**src/rtl/mm_store_buffer_pkg.sv**
```systemverilog
// Shared types and entry layout for the post-MM store buffer.
// Entry = {addr, wdata, wstrb, uncache}, LSB first: uncache, wstrb, wdata, addr.
`ifndef MM_TO_SB_BUS_WD
`define MM_TO_SB_BUS_WD 70
`endif

package mm_store_buffer_pkg;

   typedef enum logic [1:0] {
      SB_IDLE = 2'd0,
      SB_REQ  = 2'd1,
      SB_WAIT = 2'd2
   } sb_state_e;

   localparam int SB_UNC_BIT  = 0;
   localparam int SB_STRB_LSB = 1;
   localparam int SB_DATA_LSB = 5;
   localparam int SB_ADDR_LSB = 37;
   localparam int SB_FIXED_W  = 37;

endpackage

```
**src/rtl/mm_store_buffer_match.sv**
```systemverilog
// Per-entry word-address compare and youngest-match select.
// Forwarding select exists only with MM_STORE_BUFFER_FWD_EN.
module mm_store_buffer_match #(
   parameter int SB_DEPTH = 4,
   parameter int ADDR_W   = 32
) (
   input  logic [SB_DEPTH-1:0]            valid,
   input  logic [SB_DEPTH*(ADDR_W-2)-1:0] tags,
   input  logic [ADDR_W-3:0]              ld_tag,
`ifdef MM_STORE_BUFFER_FWD_EN
   input  logic [$clog2(SB_DEPTH)-1:0]    head,
   input  logic [SB_DEPTH*32-1:0]         data,
   input  logic [SB_DEPTH*4-1:0]          strb,
   input  logic [SB_DEPTH-1:0]            unc,
   output logic                           fwd_ok,
   output logic [31:0]                    fwd_data,
`endif
   output logic                           any_match
);

   logic [SB_DEPTH-1:0] hit;

   // word-granular address match against every live entry
   always_comb begin
      hit = '0;
      for (int i = 0; i < SB_DEPTH; i++) begin
         hit[i] = valid[i] &&
                  (tags[i*(ADDR_W-2) +: ADDR_W-2] == ld_tag);
      end
   end

   assign any_match = |hit;

`ifdef MM_STORE_BUFFER_FWD_EN
   localparam int PW = $clog2(SB_DEPTH);

   logic [PW-1:0] idx;
   logic [PW-1:0] sel;
   logic          found;

   // walk oldest to youngest; the last hit seen is the youngest store
   always_comb begin
      found = 1'b0;
      sel   = '0;
      idx   = '0;
      for (int k = 0; k < SB_DEPTH; k++) begin
         idx = head + PW'(k);
         if (hit[idx]) begin
            found = 1'b1;
            sel   = idx;
         end
      end
   end

   assign fwd_ok   = found && !unc[sel] &&
                     (strb[sel*4 +: 4] == 4'hf);
   assign fwd_data = data[sel*32 +: 32];
`endif

endmodule

```
**src/rtl/mm_store_buffer.sv**
```systemverilog
// Post-MM store buffer: in-order queue of retired stores drained to dcache.
// Optional load forwarding enabled by defining MM_STORE_BUFFER_FWD_EN.
module mm_store_buffer
   import mm_store_buffer_pkg::*;
#(
   parameter int SB_DEPTH = 4,
   parameter int PTR_W    = 2,
   parameter int ADDR_W   = 32
) (
   input  logic              clk,
   input  logic              rst_n,
   input  logic              store_buffer_ce_i,
   input  logic [ADDR_W-1:0] st_addr_i,
   input  logic [31:0]       st_wdata_i,
   input  logic [3:0]        st_wstrb_i,
   input  logic              st_uncache_i,
   output logic              sb_full_o,
   output logic              sb_empty_o,
   output logic              dcache_req_o,
   output logic [ADDR_W-1:0] dcache_addr_o,
   output logic [31:0]       dcache_wdata_o,
   output logic [3:0]        dcache_wstrb_o,
   output logic              dcache_uncache_o,
   input  logic              dcache_addr_ok_i,
   input  logic              dcache_data_ok_i,
   input  logic              ld_valid_i,
   input  logic [ADDR_W-1:0] ld_addr_i,
   output logic              ld_hazard_o,
   output logic              ld_fwd_hit_o,
   output logic [31:0]       ld_fwd_data_o
);

   localparam int E_W = SB_FIXED_W + ADDR_W;

   logic [E_W-1:0]      mem [SB_DEPTH];
   logic [SB_DEPTH-1:0] valid;
   logic [PTR_W-1:0]    head;
   logic [PTR_W-1:0]    tail;
   logic [PTR_W:0]      count;
   sb_state_e           state;
   sb_state_e           state_nxt;
   logic                push;
   logic                pop;
   logic                more;
   logic [E_W-1:0]      head_e;
   logic [E_W-1:0]      wr_e;
   logic                any_match;

   logic [SB_DEPTH*(ADDR_W-2)-1:0] tags;

   assign sb_full_o  = (count == (PTR_W+1)'(SB_DEPTH));
   assign sb_empty_o = (count == '0) && (state == SB_IDLE);
   assign push       = store_buffer_ce_i && !sb_full_o;
   assign more       = (count > (PTR_W+1)'(1)) ||
                       ((count == (PTR_W+1)'(1)) && push);

   assign wr_e = {st_addr_i, st_wdata_i, st_wstrb_i, st_uncache_i};

   assign head_e           = mem[head];
   assign dcache_addr_o    = head_e[SB_ADDR_LSB +: ADDR_W];
   assign dcache_wdata_o   = head_e[SB_DATA_LSB +: 32];
   assign dcache_wstrb_o   = head_e[SB_STRB_LSB +: 4];
   assign dcache_uncache_o = head_e[SB_UNC_BIT];

   // drain FSM: one outstanding write, head popped only on data_ok
   always_comb begin
      state_nxt    = state;
      dcache_req_o = 1'b0;
      pop          = 1'b0;
      case (state)
         SB_IDLE: begin
            if (count != '0) state_nxt = SB_REQ;
         end
         SB_REQ: begin
            dcache_req_o = 1'b1;
            if (dcache_addr_ok_i) begin
               if (dcache_data_ok_i) begin
                  pop       = 1'b1;
                  state_nxt = more ? SB_REQ : SB_IDLE;
               end else begin
                  state_nxt = SB_WAIT;
               end
            end
         end
         SB_WAIT: begin
            if (dcache_data_ok_i) begin
               pop       = 1'b1;
               state_nxt = more ? SB_REQ : SB_IDLE;
            end
         end
         default: state_nxt = SB_IDLE;
      endcase
   end

   // FSM state register
   always_ff @(posedge clk or negedge rst_n) begin
      if (!rst_n) state <= SB_IDLE;
      else        state <= state_nxt;
   end

   // circular queue: enqueue at tail, retire at head
   always_ff @(posedge clk or negedge rst_n) begin
      if (!rst_n) begin
         head  <= '0;
         tail  <= '0;
         count <= '0;
         valid <= '0;
         for (int i = 0; i < SB_DEPTH; i++) mem[i] <= '0;
      end else begin
         if (push) begin
            mem[tail]   <= wr_e;
            valid[tail] <= 1'b1;
            tail        <= tail + PTR_W'(1);
         end
         if (pop) begin
            valid[head] <= 1'b0;
            head        <= head + PTR_W'(1);
         end
         case ({push, pop})
            2'b10:   count <= count + (PTR_W+1)'(1);
            2'b01:   count <= count - (PTR_W+1)'(1);
            default: count <= count;
         endcase
      end
   end

   // word tags of all entries for the load hazard compare
   always_comb begin
      tags = '0;
      for (int i = 0; i < SB_DEPTH; i++) begin
         tags[i*(ADDR_W-2) +: ADDR_W-2] =
            mem[i][SB_ADDR_LSB+2 +: ADDR_W-2];
      end
   end

   logic unused_ld_lo;
   assign unused_ld_lo = ^ld_addr_i[1:0];

`ifdef MM_STORE_BUFFER_FWD_EN
   logic [SB_DEPTH*32-1:0] data_f;
   logic [SB_DEPTH*4-1:0]  strb_f;
   logic [SB_DEPTH-1:0]    unc_f;
   logic                   fwd_ok;
   logic [31:0]            fwd_data;

   // flatten data, strobes and uncached flags for the forward select
   always_comb begin
      data_f = '0;
      strb_f = '0;
      unc_f  = '0;
      for (int i = 0; i < SB_DEPTH; i++) begin
         data_f[i*32 +: 32] = mem[i][SB_DATA_LSB +: 32];
         strb_f[i*4 +: 4]   = mem[i][SB_STRB_LSB +: 4];
         unc_f[i]           = mem[i][SB_UNC_BIT];
      end
   end

   mm_store_buffer_match #(
      .SB_DEPTH (SB_DEPTH),
      .ADDR_W   (ADDR_W)
   ) u_match (
      .valid     (valid),
      .tags      (tags),
      .ld_tag    (ld_addr_i[ADDR_W-1:2]),
      .head      (head),
      .data      (data_f),
      .strb      (strb_f),
      .unc       (unc_f),
      .fwd_ok    (fwd_ok),
      .fwd_data  (fwd_data),
      .any_match (any_match)
   );

   assign ld_fwd_hit_o  = ld_valid_i && fwd_ok;
   assign ld_fwd_data_o = ld_fwd_hit_o ? fwd_data : 32'h0;
   assign ld_hazard_o   = ld_valid_i && any_match && !fwd_ok;
`else
   mm_store_buffer_match #(
      .SB_DEPTH (SB_DEPTH),
      .ADDR_W   (ADDR_W)
   ) u_match (
      .valid     (valid),
      .tags      (tags),
      .ld_tag    (ld_addr_i[ADDR_W-1:2]),
      .any_match (any_match)
   );

   assign ld_fwd_hit_o  = 1'b0;
   assign ld_fwd_data_o = 32'h0;
   assign ld_hazard_o   = ld_valid_i && any_match;
`endif

endmodule

```
**config.mk**
```make
export PLATFORM = sky130hd
export DESIGN_NAME = mm_store_buffer
export DESIGN_NICKNAME = d
export VERILOG_FILES = /design/src/rtl/mm_store_buffer_pkg.sv /design/src/rtl/mm_store_buffer_match.sv /design/src/rtl/mm_store_buffer.sv
export SDC_FILE = /design/constraint.sdc
export NUM_CORES = 1
export LEC_CHECK = 0
export BUFFER_PORTS_ARGS = -buffer_cell sky130_fd_sc_hd__buf_2
export CORE_MARGIN = 2
export CORE_UTILIZATION = 25
export DETAILED_ROUTE_END_ITERATION = 10
export PLACE_DENSITY = 0.44
export SYNTH_ARGS = -nofsm -noshare
export SYNTH_HDL_FRONTEND = slang
export SYNTH_SLANG_ARGS = --single-unit
```
**constraint.sdc**
```tcl
create_clock -name clk -period 1.8 [get_ports clk]
set_clock_uncertainty 0.15 [all_clocks]
set_input_delay 0.36 -clock clk [delete_from_list [all_inputs] [get_ports clk]]
set_output_delay 0.36 -clock clk [all_outputs]
set_load 0.05 [all_outputs]
```
# Word level (Yosys, flattened, before mapping)
# Index checks and enable logic that the tools add are counted.
# op_classes
bitwise_logic,5
mux,23
n_eq_ne,13
n_reduce_logical,19
addsub,4
n_lt_le_gt_ge,8
# ops
operator,n
276-bit bitwise mux,1
69-bit 2-to-1 mux,3
69-bit binary-select mux with 2-bit select,1
69-bit demux with 2-bit select,1
30-bit equality test,4
1-bit logical AND,11
2-bit 2-to-1 mux,4
4-bit 2-to-1 mux,2
"3-bit greater-or-equal comparator, second input constant",2
"2-bit by 3-bit < comparator with 1-bit output, second input constant",2
1-bit 2-to-1 mux,6
2-bit NOT with 3-bit output,2
2-bit case mux with 3 select lines,1
3-bit case mux with 2 select lines,1
"2-bit by 1-bit adder with 2-bit output, second input constant",2
4-bit bitwise AND,1
1-bit demux with 2-bit select,2
"2-bit by 1-bit equality test with 1-bit output, second input constant",2
"2-bit equality test, second input constant",2
"2-bit by 1-bit greater-or-equal comparator with 1-bit output, second input constant",2
"2-bit inequality test, second input constant",2
4-bit NOT,1
4-bit OR,1
4-bit OR reduction,1
15 further kinds,15
# word_totals
in_bits,107
register_bits,289

# Logic depth before layout (Yosys ltp)
# Gate-level depths: netlist (run 1).
# logic_depth
word_depth,9
ltp_mapped,10
depth_no_buf,9

# Modules after synthesis
# From an unflattened synthesis (run 1), not the netlist that was laid out.
# unflattened
cells_unflattened,947
hier_area_um2,14322.5
# by_module_without_submodules
module,cells_each,area_per_inst_um2,n_inst,seq_area_each_um2
mm_store_buffer,781,12977.4,1,7231.9
mm_store_buffer_match,166,1345.0,1,0.0

# Worst setup path after synthesis (run 1)
# Ideal clock, no wire load.
# synth_timing
kind,input port to output port
startpoint,in ld_addr_i[4]
endpoint,out ld_hazard_o
path_slack_ps,-793
stages,6
arrival_time_ps,2083
cell_sequence,clkbuf_1 > xnor2_1 > nand4_1 > nor4_1 > nand4_1 > a41oi_1
# synth_via
elab_chain_len,4
word_cells_on_any_way,10
# synth_lines
item,line_no,rtl
"start, declared",mm_store_buffer.sv:27,"input logic [ADDR_W-1:0] ld_addr_i,"
30-bit equality test,mm_store_buffer_match.sv:28,(tags[i*(ADDR_W-2) +: ADDR_W-2] == ld_tag);
1-bit logical AND,mm_store_buffer_match.sv:27,hit[i] = valid[i] &&
4-bit OR reduction *,mm_store_buffer_match.sv:32,assign any_match = |hit;
1-bit logical AND *,mm_store_buffer.sv:190,assign ld_hazard_o = ld_valid_i && any_match;
"end, declared",mm_store_buffer.sv:28,"output logic ld_hazard_o,"
# Mark *: on every way between the ends. The rest lies on a longest branch, timed or not.

# Final worst setup path (run 1)
# layout_timing
startpoint,reg mem[44] in the netlist's numbering
endpoint,out ld_hazard_o
# layout_via
elab_chain_len,4
# layout_lines
item,line_no,rtl
"start, declared",mm_store_buffer.sv:35,logic [E_W-1:0] mem [SB_DEPTH];
"start signal, assigned by index",mm_store_buffer.sv:111,mem[tail] <= wr_e;
30-bit equality test,mm_store_buffer_match.sv:28,
1-bit logical AND,mm_store_buffer_match.sv:27,
4-bit OR reduction,mm_store_buffer_match.sv:32,
1-bit logical AND,mm_store_buffer.sv:190,
# No other way between the ends.

==> metrics.cfg, run 1 <==
[sta]
timing.fmax_ghz=0.348
hold_viol=0
timing.final.crit_share_pct=160
final.setup.tns_ns=-134.29
timing.hold.ws_ns=0.147
rsz0062_at_grt=true
setup_viol=352
fin_ws_ns=-1.07
slew_violations=0
period_minus_slack_ns=2.87

[clock_tree]
clock-sinks=289
path_clk_slew_ns=0.06
cts_max_level=2
cts.path.max_buffers=3
cts_made_buffers=37
cts_tree=done
insertion_delay_ns=0.54
root_buffer=clkbuf_16

[finish]
area_delta_synth_final_pct=58.5
drive_gt1_share_pct=60.7
fin_util_pct=40.2
diodes=0
fin_nets=1579

[floorplan]
die_y_um=244
io_pins=213
die_area_um2=59300
placementRows=87
dieWidth_um=244
initial_core_util_pct=25.3
core_area_um2=56600

[critical_path]
regToRegSetupSlack_ns=-0.38
endpoint_kind=output port
worstPathArrival_ns=2.36
reg2reg_to=mem[77]$_DFFE_PN0P_
critPathKind=register to output port
crit_end=ld_hazard_o
r2r_cells=11
crit_fanout=3
start_kind=register
crit_start=mem[44]$_DFFE_PN0P_
r2r-start=count[1]$_DFFE_PN0P_
crit_required_ns=1.29

[global_routing]
grt-ovfl-total=0
antenna_found_initial=2
grt_use_total_pct=17.2
grt_pass1_wl_um=75500
grt_max_degree=59
grt_pass1_vias=11100

[logic_synthesis]
yosysUniqueCellTypes=30
syn_area_um2=14300
ys_seq_area_share_pct=50.4
avgSynthCellArea_um2=14.9
yosys_warnings=0
synthCells=961
ys_ff_latch=289

[outcome]
violations=negative setup slack
status=complete, but fails checks

[placed_design]
pre_cts_ws_ns=-0.933
gp_congestion=0.841
port_buffers=177
hpwl_um=31600

[power]
switching_share_pct=39.3
switchingPower_w=0.0202
clkPwrFrac_pct=14.7
seq_power_share_pct=23.9
finalPower_w=0.0515
power.internal_w=0.0313
ir_worst_vdd_mv=1.73
power.density_nw_per_um2=2260
combPwrFrac_pct=61.5
p_leak_nw=10.8

[route]
drt_iter0_drc=469
wl_per_cell_um=22.6
drc_errors=0
dr.pass1.iters=4
vias_per_cell=4.42
vias=9888
wl_um=50500
antenna_left=0

[flow_run]
maxCapViolations=0

[hold_path]
min_path_type=primary input to asynchronous set/reset pin

sequential cells by signal (all words and copies together), names as in the netlist:
name / count
valid: 4
state: 2
mem: 276
count: 3
head: 2
tail: 2
how the worst min path moves through the flow:
stage,cells past startpoint,startpoint,slack (ns),end
2_1_floorplan,0,rst_n,-0.09,count[0]$_DFFE_PN0P_
3_3_place_gp,1,rst_n,0.14,mem[202]$_DFFE_PN0P_
3_5_place_dp,1,rst_n,0.14,mem[202]$_DFFE_PN0P_
4_1_cts,4,dcache_addr_ok_i,0.09,state[0]$_DFFE_PN0P_
5_1_grt,4,dcache_addr_ok_i,0.15,state[1]$_DFFE_PN0P_
6_report,2,rst_n,0.15,mem[62]$_DFFE_PN0P_
layout make-up:
| cell class | instances | area, um^2 |
|---|---|---|
| clock buffers | 49 | 1050 |
| clock inverters | 17 | 170 |
| fillers | 5309 | 33900 |
| inverters | 12 | 47.5 |
| multi-input cells | 603 | 7940 |
| flip-flops and latches | 289 | 7240 |
| well taps | 756 | 946 |
| repair buffers | 512 | 5350 |
placed cells by master, fill, tap and decap left out, types with 4 or more instances in the layout:
master / netlist / layout
inv_1: 12 / 8
mux2_2: 256 / 23
nand2_1: 10 / 6
clkbuf_16: 0 / 40
buf_6: 5 / 75
buf_12: 0 / 59
nor4_1: 16 / 8
nand2_8: 0 / 8
mux2_4: 20 / 253
ha_4: 0 / 4
dlygate4sd3_1: 0 / 71
a21oi_2: 0 / 4
clkbuf_8: 0 / 4
buf_8: 0 / 25
buf_16: 0 / 18
a21oi_1: 10 / 5
clkbuf_1: 24 / 6
buf_4: 35 / 160
ha_1: 17 / 13
conb_1: 1 / 33
xor2_1: 45 / 45
clkinv_2: 0 / 11
xnor2_1: 80 / 64
dfrtp_1: 289 / 287
xnor2_2: 0 / 16
nor4_2: 0 / 8
nand4_1: 24 / 24
mux4_2: 69 / 69
buf_2: 29 / 103
power by group through the flow:
stage / Clock (W) / Combinational (W) / Sequential [W]
after floorplan: 0 / 0.0168 / 0.0115
after global placement: 0 / 0.0236 / 0.0122
after detailed placement: 0 / 0.0238 / 0.0122
after CTS: 0.00781 / 0.0318 / 0.0122
after global routing: 0.00806 / 0.0332 / 0.0127
final: 0.00755 / 0.0316 / 0.0123
cell families (layout without fill, tap and decap cells):
logic type | count (synthesis) | in the layout | share of synthesized area [%]
multiplexers | 346 | 346 | 33.1
AND/OR/NAND/NOR | 59 | 63 | 2.41
XOR/XNOR | 125 | 125 | 7.63
flip-flops | 289 | 289 | 50.4
other | 1 | 33 | 0.0261
adder cells (fa/ha/maj) | 17 | 17 | 1.48
buffers and inverters | 105 | 590 | 4.18
AO/OA/AOI/OAI | 19 | 19 | 0.776
per-layer routing:
| metal | GRT usage (%) | wire length (um) | up-vias |
|---|---|---|---|
| met5 | 0 | 26 | - |
| met4 | 3.84 | 826 | 4 |
| met3 | 3.44 | 2530 | 55 |
| met2 | 29.0 | 25100 | 197 |
| met1 | 22.7 | 22100 | 5224 |
| li1 | - | - | 4408 |
critical path, cell delays in order (launching register included):
cell and delay [ns]:
dfrtp_1 0.42, xnor2_1 0.16, nand4_1 0.21, nor4_2 0.32
nand4_1 0.18, a41oi_4 0.32, buf_6 0.20
repair_timing:
item                                    CTS  global route
hold endpoints to repair                566             0
cloned                                   35             1
hold buffers                             71             0
endpoints found under the setup margin  351           359
pin swaps                                19            16
gates resized for setup                 398           163
buffers inserted                         60            23
stage by stage:
stage                     cell area [um^2]  std cells
after CTS                            22800       2257
after global routing                 22700       2238
after floorplan                      15000        993
after global placement               17800       2027
final                                22700       2238
after detailed placement             17800       2027
synth_stat cells (all sizes together):
| master | instances | area share [%] |
|---|---|---|
| dfrtp | 289 | 50 |
| a41oi | 1 | 0.061 |
| nor3 | 1 | 0.035 |
| buf | 69 | 3.2 |
| conb | 1 | 0.026 |
| a221o | 1 | 0.070 |
| nand2 | 12 | 0.35 |
| clkbuf | 24 | 0.63 |
| xnor2 | 80 | 4.9 |
| nor4 | 16 | 0.70 |
| o21bai | 1 | 0.052 |
| o31ai | 1 | 0.052 |
| mux2 | 276 | 22 |
| o21ai | 4 | 0.14 |
| nand4 | 24 | 1.0 |
| xor2 | 45 | 2.7 |
| nor2b | 2 | 0.14 |
| and2 | 1 | 0.061 |
| nor2 | 3 | 0.078 |
| a21oi | 10 | 0.35 |
| inv | 12 | 0.31 |
| a21o | 1 | 0.052 |
| mux2i | 1 | 0.070 |
| mux4 | 69 | 11 |
| ha | 17 | 1.5 |
No activity file was read; power rests on OpenSTA's default activity.
==> run 2: changes to the inputs <==
--- a/config.mk
+++ b/config.mk
@@ -7,9 +7,9 @@
 export LEC_CHECK = 0
 export BUFFER_PORTS_ARGS = -buffer_cell sky130_fd_sc_hd__buf_2
 export CORE_MARGIN = 2
-export CORE_UTILIZATION = 25
+export CORE_UTILIZATION = 40
 export DETAILED_ROUTE_END_ITERATION = 10
-export PLACE_DENSITY = 0.44
+export PLACE_DENSITY = 0.63
 export SYNTH_ARGS = -nofsm -noshare
 export SYNTH_HDL_FRONTEND = slang
 export SYNTH_SLANG_ARGS = --single-unit
==> run 2 against run 1 <==
  * The run still ends with negative setup slack left
  * Sequential cell count is the same
  * Die area is 37% lower
  * Worst setup slack better by 0.067 ns
  * Sequential share of layout area rose by 2.4 points
  * Largest power group unchanged
==> metrics.cfg, run 2 (synthesis gave the netlist of run 1 again) <==
[sta]
timing.fmax_ghz=0.356
final.setup.tns_ns=-94.14
hold_viol=0
timing.hold.ws_ns=0.00697
setup_viol=351
rsz0062_at_grt=true
slew_violations=0
timing.final.crit_share_pct=156
fin_ws_ns=-1.01
period_minus_slack_ns=2.81

[floorplan]
die_area_um2=37400
initial_core_util_pct=40.4
io_pins=213
dieWidth_um=193
placementRows=69
core_area_um2=35500
die_y_um=193

[hold_path]
hold-path-endpoint=mem[240]$_DFFE_PN0P_
min_path_type=primary input to register
min-delay-start=st_wdata_i[28]
hold_depth=2

[route]
vias=9760
dr.pass1.iters=5
antenna_left=0
wl_um=43500
vias_per_cell=5.12
wl_per_cell_um=22.8
drt_iter0_drc=428
drc_errors=0

[placed_design]
hpwl_um=26900
port_buffers=177
dp.cells=1720
pre_cts_ws_ns=-0.874
place_area_um2=17300
gp_congestion=0.959

[finish]
design_area_um2=21200
drive_gt1_share_pct=59.3
largest_registers=mem: 276 flops, valid: 4 flops, count: 3 flops
layout.cells.non_filler=1907
top_register=mem
final_common_cell=dfrtp_1
largest_register_ff_count=276
multiInputGateArea_um2=7090
seqCellArea_um2=7240
layout_common_cells=dfrtp_1 (287), mux2_2 (217), buf_4 (149), buf_2 (103), xnor2_1 (70)
fin_nets=1546
area_delta_synth_final_pct=47.5
n_fill_cell=2739

[global_routing]
grt_use_total_pct=23.5
grt_pass1_vias=10800
antenna_found_initial=1
grt_pass1_wl_um=66900
grt-ovfl-total=0
grt_max_degree=71

[critical_path]
endpoint_kind=output port
r2r-start=count[0]$_DFFE_PN0P_
r2r_cells=10
crit_fanout=2
start_kind=register
worstPathArrival_ns=2.30
crit_required_ns=1.29
reg2reg_to=mem[182]$_DFFE_PN0P_
critPathKind=register to output port
regToRegSetupSlack_ns=-0.29

[clock_tree]
path_clk_slew_ns=0.06
cts_max_level=2
clock-sinks=289
cts_tree=done
root_buffer=clkbuf_16
cts_made_buffers=35
insertion_delay_ns=0.51
cts.path.max_buffers=3

[flow_run]
maxCapViolations=0

[power]
p_leak_nw=9.55
power.density_nw_per_um2=2290
ir_worst_vdd_mv=1.82

[outcome]
status=complete, but fails checks
violations=negative setup slack

run 2: changes by cell type in the layout (fill, tap and decap cells not counted), sizes merged, moves of 2 or more:
cell / previous run / this run
clkinv: 12 / 6
dlygate4sd3: 71 / 65
nand2: 16 / 14
clkbuf: 50 / 48
buf: 440 / 417
run 2: report_power, final:
| group | total (W) | internal, W | switching [W] | leakage (nW) |
|---|---|---|---|---|
| Combinational | 0.0292 | 0.0150 | 0.0141 | 5.56 |
| Sequential | 0.0121 | 0.00988 | 0.00220 | 3.42 |
| Clock | 0.00727 | 0.00448 | 0.00279 | 0.577 |
| Total | 0.0485 | 0.0294 | 0.0191 | 9.55 |
run 2: final cells by class:
class | instances | share of cell area (%)
Sequential cell | 289 | 34.2
Multi-Input combinational cell | 601 | 33.5
Timing Repair Buffer | 483 | 23.7
Clock buffer | 47 | 4.74
Tap cell | 461 | 2.73
Clock inverter | 13 | 0.822
Inverter | 12 | 0.237
Antenna cell | 1 | 0.0118
run 2: routing by layer:
metal | GRT usage [%] | up-vias | share of wire [%]
li1 | - | 4350 | -
met1 | 30.7 | 5054 | 42
met2 | 40.0 | 291 | 49
met3 | 4.59 | 65 | 5.8
met4 | 6.19 | 0 | 2.4
met5 | 0 | - | 0
run 2: critical path, stage by stage, from the launching register on:
cell and delay (ns):
dfrtp_1 0.39, xnor2_1 0.21, nand4_1 0.24, nor4_2 0.29
nand4_1 0.17, a41oi_4 0.29, buf_6 0.19
run 2: metrics by stage:
step | power (W) | utilization [%]
after floorplan | 0.0283 | -
after global placement | 0.0350 | 48.7
after detailed placement | 0.0353 | 48.7
after CTS | 0.0489 | 60.2
after global routing | 0.0506 | 59.6
final | 0.0485 | 59.6
run 2: how the worst max path moves through the flow:
stage	slack (ns)	to	startpoint
4_1_cts	-0.99	ld_hazard_o	mem[51]$_DFFE_PN0P_
5_1_grt	-1.11	ld_hazard_o	mem[51]$_DFFE_PN0P_
2_1_floorplan	-0.31	ld_hazard_o	ld_addr_i[14]
3_5_place_dp	-0.87	ld_hazard_o	ld_addr_i[11]
6_report	-1.01	ld_hazard_o	mem[128]$_DFFE_PN0P_
3_3_place_gp	-0.94	ld_hazard_o	ld_addr_i[11]
run 2: repair_timing:
item / 4_1_cts / 5_1_grt
cloned: 34 / 1
hold buffers: 65 / 0
endpoints found under the setup margin: 351 / 355
gates resized for setup: 261 / 75
pin swaps: 7 / 8
setup buffers: 47 / 15
endpoints found under the hold margin: 447 / 0
==> run 3: changes to the inputs <==
--- a/config.mk
+++ b/config.mk
@@ -9,7 +9,8 @@
 export CORE_MARGIN = 2
 export CORE_UTILIZATION = 40
 export DETAILED_ROUTE_END_ITERATION = 10
-export PLACE_DENSITY = 0.63
+export PLACE_DENSITY = 0.6
 export SYNTH_ARGS = -nofsm -noshare
 export SYNTH_HDL_FRONTEND = slang
+export SYNTH_HIERARCHICAL = 1
 export SYNTH_SLANG_ARGS = --single-unit
==> constraint.sdc (replaced) <==
create_clock -name clk -period 3.33 [get_ports clk]
set_clock_uncertainty 0.15 [all_clocks]
set_input_delay 0.666 -clock clk [delete_from_list [all_inputs] [get_ports clk]]
set_output_delay 0.666 -clock clk [all_outputs]
set_load 0.05 [all_outputs]
==> run 3 against run 2 <==
  * The flow finishes with violations (negative hold slack)
  * Routed wire length fell by 21%
  * Worst setup slack improved by 1.1 ns
  * Critical path depth rose by 2
  * Cell count fell by 15%
  * Sequential cell count did not move
  * Die area fell by 0.16%
  * Final area fell by 20%
  * Highest routed layer is now met5
==> metrics.cfg, run 3 <==
[finish]
multiInputGateArea_um2=6690
drive_gt1_share_pct=52.7
largest_register_ff_count=276
n_fill_cell=3125
top_register=mem
area_delta_synth_final_pct=18.5
seqCellArea_um2=7240
largest_registers=mem: 276 flops, valid: 4 flops, count: 3 flops
final_common_cell=dfrtp_1
layout_common_cells=dfrtp_1 (287), mux2_2 (257), buf_2 (175), xnor2_1 (79), mux4_2 (69)
fin_nets=1260

[critical_path]
critPathKind=register to output port
worstPathArrival_ns=2.47
regToRegSetupSlack_ns=0.95
crit_start=mem[253]$_DFFE_PN0P_
crit_required_ns=2.51
endpoint_kind=output port
crit_fanout=3
reg2reg_to=mem[236]$_DFFE_PN0P_
r2r-start=count[0]$_DFFE_PN0P_
r2r_cells=7
start_kind=register

[sta]
timing.fmax_ghz=0.305
hold_viol=1
period_minus_slack_ns=3.28
rsz0062_at_grt=false
timing.final.crit_share_pct=98.6
setup_viol=0
tightestPinTransition_ns=0.821
slew_violations=0
final.setup.tns_ns=0
timing.hold.ws_ns=-0.00485
slew_headroom_pct=45.3

[clock_tree]
clock-sinks=289
post_cts_buffers=0
insertion_delay_ns=0.52
cts_max_level=2
path_clk_slew_ns=0.06
cts_made_buffers=35
root_buffer=clkbuf_16
cts_tree=done
cts.path.max_buffers=3

[logic_synthesis]
avgSynthCellArea_um2=15.1
yosysUniqueCellTypes=34
yosysTopAreaCellShare_pct=50.5
synthMuxAreaShare_pct=33.3
ys_ff_latch=289
ys.flop_type=dfrtp_1
synthCells=947
synth_compound_area_share_pct=0.603
synth_most_common_cell=dfrtp_1
synth_area_leaders=dfrtp_1 (50%), mux2_2 (20%), mux4_2 (11%)
ys_seq_area_share_pct=50.5
synth_edf_count=0
synth_adder_area_share_pct=1.49
ys_top_cells_by_count=dfrtp_1 (289), mux2_2 (257), xnor2_1 (80)
synthXorXnorAreaFrac_pct=7.64
yosys.area_share.simple_pct=2.54
syn_area_um2=14300
yosys_warnings=6
yosys.area.top_type=dfrtp_1
synth_top_family_by_area=multiplexers
ys_async_sr_fraction_pct=100

[placed_design]
port_buffers=177
hpwl_um=23600
gp_congestion=0.832

[global_routing]
met2_usage_pct=29.7
met3_usage_pct=5.35
antenna_found_initial=6
grt-busiest-layer=met2
grt_use_total_pct=18.5
grt_max_degree=98
grt-ovfl-total=0
grt_pass1_vias=9052
grt.met1_usage_pct=25.2
grt_pass1_wl_um=54300

[floorplan]
initial_core_util_pct=40.5
core_area_um2=35400
dieWidth_um=193
placementRows=69
io_pins=213
die_area_um2=37300
die_y_um=193

[route]
dr.pass1.iters=4
vias=8482
vias_per_cell=5.22
wl_um=34500
drt_iter0_drc=303
drc_errors=0
wl_per_cell_um=21.2
antenna_left=0

[flow_run]
maxCapViolations=0

[outcome]
violations=negative hold slack
status=complete, but fails checks

[hold_path]
min_path_type=primary input to asynchronous set/reset pin

## run 3: changes by cell type after synthesis, sizes merged, moves of 2 or more
| cell | change |
|---|---|
| clkbuf | -14 |
| or4 | +2 |
| nand2 | -5 |
| buf | +4 |
| inv | -3 |
| o21ai | -2 |
## run 3: repair_timing
action,4_1_cts,5_1_grt
setup endpoints to repair,0,1
hold buffers,0,0
gates resized for setup,0,3
## run 3: area by class of cell
| type | instances | share of cell area (%) |
|---|---|---|
| Antenna cell | 4 | 0.0590 |
| Timing Repair Buffer | 203 | 7.33 |
| Multi-Input combinational cell | 598 | 39.4 |
| Inverter | 9 | 0.199 |
| Clock buffer | 54 | 6.17 |
| Tap cell | 461 | 3.40 |
| Clock inverter | 7 | 0.738 |
| Sequential cell | 289 | 42.7 |
## run 3: through the flow
| step | hold slack [ns] | setup WS [ns] | std cells | instance area [um^2] | util, % |
|---|---|---|---|---|---|
| after floorplan | 0.220 | 0.625 | 979 | 14400 | - |
| final | -0.00485 | 0.0472 | 1625 | 17000 | 47.9 |
| after global routing | 0.0642 | 0.0177 | 1621 | 17000 | 47.9 |
| after detailed placement | 0.338 | 0.127 | 1560 | 15800 | 44.5 |
| after global placement | 0.331 | 0.185 | 1560 | 15800 | 44.5 |
| after CTS | 0.0466 | 0.00140 | 1621 | 16900 | 47.9 |
## run 3: critical path, cell delays in order, from the launching register on
cell	delay, ns
dfrtp_1	0.39
xnor2_1	0.17
buf_4	0.15
nand4_1	0.20
nor4_1	0.38
nand4_1	0.14
nand4_1	0.15
and2_1	0.14
clkbuf_4	0.22
## run 3: worst max-delay path by stage
stage	depth (start not counted)	slack [ns]	end
6_report	8	0.05	ld_hazard_o
3_3_place_gp	9	0.19	ld_hazard_o
5_1_grt	8	0.02	ld_hazard_o
4_1_cts	8	0.001	ld_hazard_o
3_5_place_dp	9	0.13	ld_hazard_o
2_1_floorplan	7	0.63	ld_hazard_o
## run 3: cells by family (layout without fill, tap and decap cells)
logic type	Yosys count	after routing
flip-flops	289	289
other	1	37
buffers and inverters	92	273
AND/OR/NAND/NOR	60	60
XOR/XNOR	125	125
adder cells (fa/ha/maj)	17	17
multiplexers	348	348
AO/OA/AOI/OAI	15	15
## run 3: routing by layer
metal,up-vias,share of wire (%)
met5,-,0.11
met4,6,1.7
met3,47,7.1
met2,225,47
met1,4436,44
li1,3768,-
Power of run 3 is not shown: default switching activity piles up to over one toggle a cycle in this logic, so the estimate is an artifact.
